File: config.mk
export PLATFORM = sky130hd
export DESIGN_NAME = tone_player
export DESIGN_NICKNAME = d
export VERILOG_FILES = /design/src/rtl/tone_pkg.sv /design/src/rtl/tone_divider.sv /design/src/rtl/tone_player.sv
export SDC_FILE = /design/constraint.sdc
export NUM_CORES = 1
export LEC_CHECK = 0
export CAP_MARGIN = 20
export CORE_ASPECT_RATIO = 0.6
export CORE_UTILIZATION = 30
export DETAILED_ROUTE_END_ITERATION = 8
export HOLD_SLACK_MARGIN = 0.15
export MAX_ROUTING_LAYER = met4
export PLACE_DENSITY = 0.41
export SYNTH_ARGS = -nofsm -noshare
export SYNTH_HDL_FRONTEND = slang
export SYNTH_SLANG_ARGS = --single-unit
File: constraint.sdc
create_clock -name clk -period 7.25 [get_ports clk]
set_input_delay 1.45 -clock clk [delete_from_list [all_inputs] [get_ports clk]]
set_output_delay 1.45 -clock clk [all_outputs]
set_load 0.01 [all_outputs]
File: src/rtl/tone_pkg.sv
// Shared types and tables for the tone player: FSM states, semitone divisors, octave prescaler.
package tone_pkg;

  typedef enum logic [1:0] {IDLE, PLAY, GAP} state_t;

  localparam logic [3:0] REST_MIN = 4'd12;

  // Full divisor D for semitones A..G#; rests keep a valid divisor so the counters still run.
  function automatic logic [9:0] note_div(input logic [3:0] code);
    logic [9:0] d;
    case (code)
      4'd0:    d = 10'd512;
      4'd1:    d = 10'd483;
      4'd2:    d = 10'd456;
      4'd3:    d = 10'd431;
      4'd4:    d = 10'd406;
      4'd5:    d = 10'd384;
      4'd6:    d = 10'd362;
      4'd7:    d = 10'd342;
      4'd8:    d = 10'd323;
      4'd9:    d = 10'd304;
      4'd10:   d = 10'd287;
      4'd11:   d = 10'd271;
      default: d = 10'd512;
    endcase
    return d;
  endfunction

  // 2^(7-octave) - 1
  function automatic logic [6:0] pre_reload(input logic [2:0] oct);
    return 7'h7F >> oct;
  endfunction

endpackage

File: src/rtl/tone_divider.sv
// Square-wave generator: toggles once every (div+1)*(pre+1) cycles while clear is low.
// Latency: first toggle (div+1)*(pre+1) cycles after clear drops; no backpressure.
module tone_divider #(
  parameter int DIV_W = 9,
  parameter int PRE_W = 7
) (
  input  logic             clk,
  input  logic             rst_n,
  input  logic             clear,
  input  logic [DIV_W-1:0] div,
  input  logic [PRE_W-1:0] pre,
  input  logic             mute,
  output logic             sq
);

  logic [DIV_W-1:0] note_cnt;
  logic [PRE_W-1:0] pre_cnt;
  logic             note_wrap;
  logic             pre_wrap;

  // Up-counters from zero give the same toggle timing as reloading and counting down.
  assign note_wrap = (note_cnt == div);
  assign pre_wrap  = (pre_cnt == pre);

  always_ff @(posedge clk or negedge rst_n) begin
    if (!rst_n) begin
      note_cnt <= '0;
      pre_cnt  <= '0;
      sq       <= 1'b0;
    end else if (clear) begin
      note_cnt <= '0;
      pre_cnt  <= '0;
      sq       <= 1'b0;
    end else begin
      note_cnt <= note_wrap ? '0 : note_cnt + 1'b1;
      if (note_wrap)
        pre_cnt <= pre_wrap ? '0 : pre_cnt + 1'b1;
      sq <= mute ? 1'b0 : (sq ^ (note_wrap & pre_wrap));
    end
  end

endmodule

File: src/rtl/tone_player.sv
// Key-to-tone player: one key per handshake, plays NOTE_DUR cycles then stays silent GAP_DUR cycles;
// key_ready only in IDLE holds the source off. TONE_PLAYER_VOLUME_EN adds a 3-bit PWM volume input.
module tone_player
  import tone_pkg::*;
#(
  parameter int DUR_W    = 24,
  parameter int NOTE_DUR = 6000000,
  parameter int GAP_DUR  = 600000,
  parameter int DIV_W    = 9,
  parameter int PRE_W    = 7
) (
  input  logic       clk,
  input  logic       rst_n,
  input  logic       key_valid,
  input  logic [3:0] key_code,
  input  logic [2:0] octave,
  output logic       key_ready,
  input  logic       stop,
  output logic       busy,
  output logic [3:0] cur_key,
`ifdef TONE_PLAYER_VOLUME_EN
  input  logic [2:0] vol,
`endif
  output logic       speaker
);

  localparam logic [DUR_W-1:0] NOTE_LAST = DUR_W'(NOTE_DUR - 1);
  localparam logic [DUR_W-1:0] GAP_LAST  = DUR_W'(GAP_DUR - 1);

  state_t           state, state_nx;
  logic [DUR_W-1:0] timer;
  logic [DIV_W-1:0] div_q;
  logic [PRE_W-1:0] pre_q;
  logic             rest_q;
  logic             accept;
  logic             timer_done;
  logic             playing;
  logic             sq;

  assign key_ready  = (state == IDLE);
  assign busy       = !key_ready;
  assign playing    = (state == PLAY);
  assign accept     = key_valid && key_ready && !stop;
  assign timer_done = (timer == '0);

  always_ff @(posedge clk or negedge rst_n) begin
    if (!rst_n) state <= IDLE;
    else        state <= state_nx;
  end

  always_comb begin
    state_nx = state;
    case (state)
      IDLE:    if (accept)     state_nx = PLAY;
      PLAY:    if (timer_done) state_nx = GAP;
      GAP:     if (timer_done) state_nx = IDLE;
      default:                 state_nx = IDLE;
    endcase
    if (stop) state_nx = IDLE;
  end

  // One timer serves both the note duration and the following gap.
  always_ff @(posedge clk or negedge rst_n) begin
    if (!rst_n) begin
      timer   <= '0;
      div_q   <= '0;
      pre_q   <= '0;
      rest_q  <= 1'b0;
      cur_key <= '0;
    end else if (stop) begin
      timer <= '0;
    end else begin
      case (state)
        IDLE: if (accept) begin
          timer   <= NOTE_LAST;
          div_q   <= DIV_W'(note_div(key_code) - 10'd1);
          pre_q   <= PRE_W'(pre_reload(octave));
          rest_q  <= (key_code >= REST_MIN);
          cur_key <= key_code;
        end
        PLAY:    timer <= timer_done ? GAP_LAST : timer - 1'b1;
        GAP:     if (!timer_done) timer <= timer - 1'b1;
        default: timer <= '0;
      endcase
    end
  end

  tone_divider #(
    .DIV_W (DIV_W),
    .PRE_W (PRE_W)
  ) u_div (
    .clk   (clk),
    .rst_n (rst_n),
    .clear (!playing || stop),
    .div   (div_q),
    .pre   (pre_q),
    .mute  (rest_q),
    .sq    (sq)
  );

`ifdef TONE_PLAYER_VOLUME_EN
  logic [2:0] pwm;
  logic [2:0] vol_q;

  always_ff @(posedge clk or negedge rst_n) begin
    if (!rst_n) begin
      pwm   <= '0;
      vol_q <= '0;
    end else begin
      pwm <= pwm + 1'b1;
      if (accept) vol_q <= vol;
    end
  end

  assign speaker = sq && playing && (pwm < vol_q);
`else
  assign speaker = sq && playing;
`endif

endmodule

==> impl_metrics.py <==
metrics = {
    "synth": {
        "synth_compound_area_share_pct": 20.1,
        "synth_warnings": 0,
        "synth_top_area_cell": "dfrtp_1",
        "synthArstFlopShare_pct": 100,
        "synth-simple-area-share_pct": 21.5,
        "synth_ff_type": "dfrtp_1",
        "synthesis.area_mm2": 0.00382,
        "synthDominantCellAreaShare_pct": 41.9,
        "syn_inst": 430,
        "synth_edf_count": 0,
        "synthAdderAreaFrac_pct": 3.60,
        "yosysSeqAreaShare_pct": 41.9,
        "ys_ff_latch": 64,
        "synthMuxAreaShare_pct": 1.64,
        "synth_fp_nets": 452,
        "synth_top_family_by_area": "simple AND/OR/NAND/NOR gates",
        "netlist_top_cells_area": "dfrtp_1, o21ai_0, nand2_1",
        "avgSynthCellArea_um2": 8.88,
        "synth_xor_area_share_pct": 8.25,
        "synth_cell_types": 52,
        "synth_common_cells": "dfrtp_1, nand2_1, nor2_1",
        "synth_most_common_cell": "dfrtp_1",
    },
    "detailed_routing": {
        "wirelength_mm": 10.1,
        "drt-initial-drc-count": 215,
        "drt_first_pass_iters": 4,
        "vias": 3100,
        "routed_via_density": 5.06,
        "antenna_left": 0,
        "routedWlPerCell_um": 16.5,
        "drc_errors": 0,
    },
    "clock_tree": {
        "cts_setup_buffers": 0,
        "path_clk_slew_ns": 0.05,
        "cts_max_level": 3,
        "root_buffer": "clkbuf_16",
        "ctsHoldBuffers": 0,
        "worst_skew_pair.late_latency_ns": 0.33,
        "cts_sinks": 64,
        "cts-resized-gates": 0,
        "cts_tree": "yes",
        "cts_max_path_buffers": 2,
        "cts_buffers": 9,
    },
    "global_route": {
        "grt-ovfl-total": 0,
        "grt_pass1_vias": 2856,
        "grt_use_total_pct": 17.0,
        "antenna_found_initial": 0,
        "grt_pass1_wl_mm": 16.4,
        "grt_max_degree": 65,
    },
    "worst_setup_path": {
        "cp_max_fo": 10,
        "reg2reg_depth": 8,
        "end_kind": "flip-flop",
        "critical_path_required_ns": 7.46,
        "start_kind": "primary input",
        "arrival_ns": 3.95,
        "setup.worst_path.class": "primary input to flip-flop",
    },
    "floorplanning": {
        "die_area_mm2": 0.0132,
        "core_mm2": 0.0122,
        "die_h_um": 89.4,
        "row_count": 31,
        "start_util_pct": 31.3,
        "ios": 18,
        "chipWidth_um": 148,
    },
    "finish": {
        "fillers": 1252,
        "diodes": 0,
        "fin_cells": 613,
        "final_layout_size_suffix_gt1_share_pct": 7.81,
        "multi_input_area_mm2": 0.00210,
        "seqCellArea_mm2": 0.00160,
        "nNetsFinal": 465,
        "syn2layout_area_growth_pct": 16.2,
    },
    "min_path": {
        "whs_path_depth": 1,
        "hp-class": "flip-flop to flip-flop",
    },
    "sta": {
        "setup_viol": 0,
        "min_period_ns": 3.74,
        "rsz0062_at_grt": "false",
        "max_freq_mhz": 267,
        "maxSlewHeadroom_pct": 20.6,
        "fin_skew_ns": 0.0110,
        "worst_pin_slew_ns": 1.19,
        "finalCritPeriodShare_pct": 51.6,
        "setup_tns_ns": 0,
        "finalHoldViolCount": 0,
        "drv_slew": 0,
    },
    "placement": {
        "place.gp.congestion": 0.905,
        "placed_cells": 597,
        "portBuffers": 17,
        "dpl.hpwl_mm": 7.16,
    },
    "flow_run": {
        "cap_violations": 0,
    },
    "power_and_ir_drop": {
        "leakage_nw": 1.89,
        "irDropWorstVdd_v": 0.0000955,
        "power_density_mw_per_mm2": 232,
    },
    "run_status": {
        "outcome": "finished, final reports clean",
    },
}
[cells in the final DEF (no fill, tap or decap), types with 3 or more instances in the layout]
cell / instances
a21o_1: 8
a21oi_1: 22
a31o_2: 4
a31oi_1: 9
and2_1: 4
buf_4: 3
clkbuf_16: 9
clkdlybuf4s50_1: 16
dfrtp_1: 64
ha_1: 11
inv_1: 11
mux2i_1: 4
nand2_1: 49
nand2b_1: 6
nand3_1: 16
nor2_1: 44
nor2b_1: 4
nor3_1: 11
nor4_1: 8
nor4_2: 5
o21a_1: 14
o21ai_0: 38
o22a_1: 4
o41ai_1: 4
or4_1: 3
xnor2_1: 19
xor2_1: 17
[flip-flops by register name (all words and copies together) (netlist names)]
| signal | cells |
|---|---|
| state | 2 |
| timer | 24 |
| u_div.pre_cnt | 7 |
| u_div.note_cnt | 9 |
| u_div.sq | 1 |
| pre_q | 7 |
| div_q | 9 |
| cur_key | 4 |
| rest_q | 1 |
[per-stage QoR]
step	hold slack, ns	utilization [%]	setup WS, ns	total power [mW]	cell area [µm²]
6_report	0.449	36.3	3.51	1.03	4440
5_1_grt	0.466	36.3	3.34	1.09	4440
4_1_cts	0.441	36.3	3.55	1.05	4440
3_5_place_dp	0.434	33.9	3.19	0.594	4140
3_3_place_gp	0.433	33.9	3.27	0.596	4140
2_1_floorplan	0.408	-	3.98	0.532	3820
[worst max-delay path, cell delays in order]
cell,delay [ns]
clkdlybuf4s50_1,0.56
inv_1,0.20
ha_1,0.24
nand2b_1,0.14
a21o_1,0.22
o21a_1,0.15
ha_1,0.28
nand2_1,0.11
nor3_1,0.05
a31oi_1,0.17
o21ai_0,0.09
mux2_2,0.28
[layer usage]
metal	track usage [%]	part of all wire [%]
met5	-	0
met4	5.06	0.40
met3	3.57	4.3
met1	26.8	59
met2	20.3	36
[logic make-up (layout without fill, tap and decap cells)]
family	count (synthesis)	after routing
AND/OR/NAND/NOR	164	164
AO/OA/AOI/OAI	120	120
flip-flops	64	64
XOR/XNOR	36	36
buffers and inverters	29	47
adder cells (fa/ha/maj)	11	11
multiplexers	6	6
[final timing paths]
| kind | start | slack [ns] | to |
|---|---|---|---|
| max | key_code[1] | 3.51 | div_q[4]$_DFFE_PN0P_ |
| min in group asynchronous | rst_n | 1.31 | u_div.pre_cnt[0]$_DFFE_PN0P_ |
| min reg2reg | rest_q$_DFFE_PN0P_ | 0.45 | u_div.sq$_DFF_PN0_ |
| max in group asynchronous | rst_n | 5.38 | pre_q[5]$_DFFE_PN0P_ |
| min | rest_q$_DFFE_PN0P_ | 0.45 | u_div.sq$_DFF_PN0_ |
| max reg2reg | timer[0]$_DFFE_PN0P_ | 4.36 | timer[23]$_DFFE_PN0P_ |
[where the power goes]
part | switching, mW | internal, mW | total, mW
logic | 0.0946 | 0.0693 | 0.164
clock network | 0.157 | 0.284 | 0.441
registers | 0.0338 | 0.390 | 0.424
[cell type report]
| class | count | share of cell area (%) |
|---|---|---|
| multi-input combinational | 337 | 47.4 |
| sequential | 64 | 36.1 |
| clock buffer | 13 | 5.86 |
| tap | 165 | 4.65 |
| timing repair buffer | 20 | 4.23 |
| inverter | 11 | 0.930 |
| clock inverter | 3 | 0.902 |
Power figures use the tool's default switching activity.
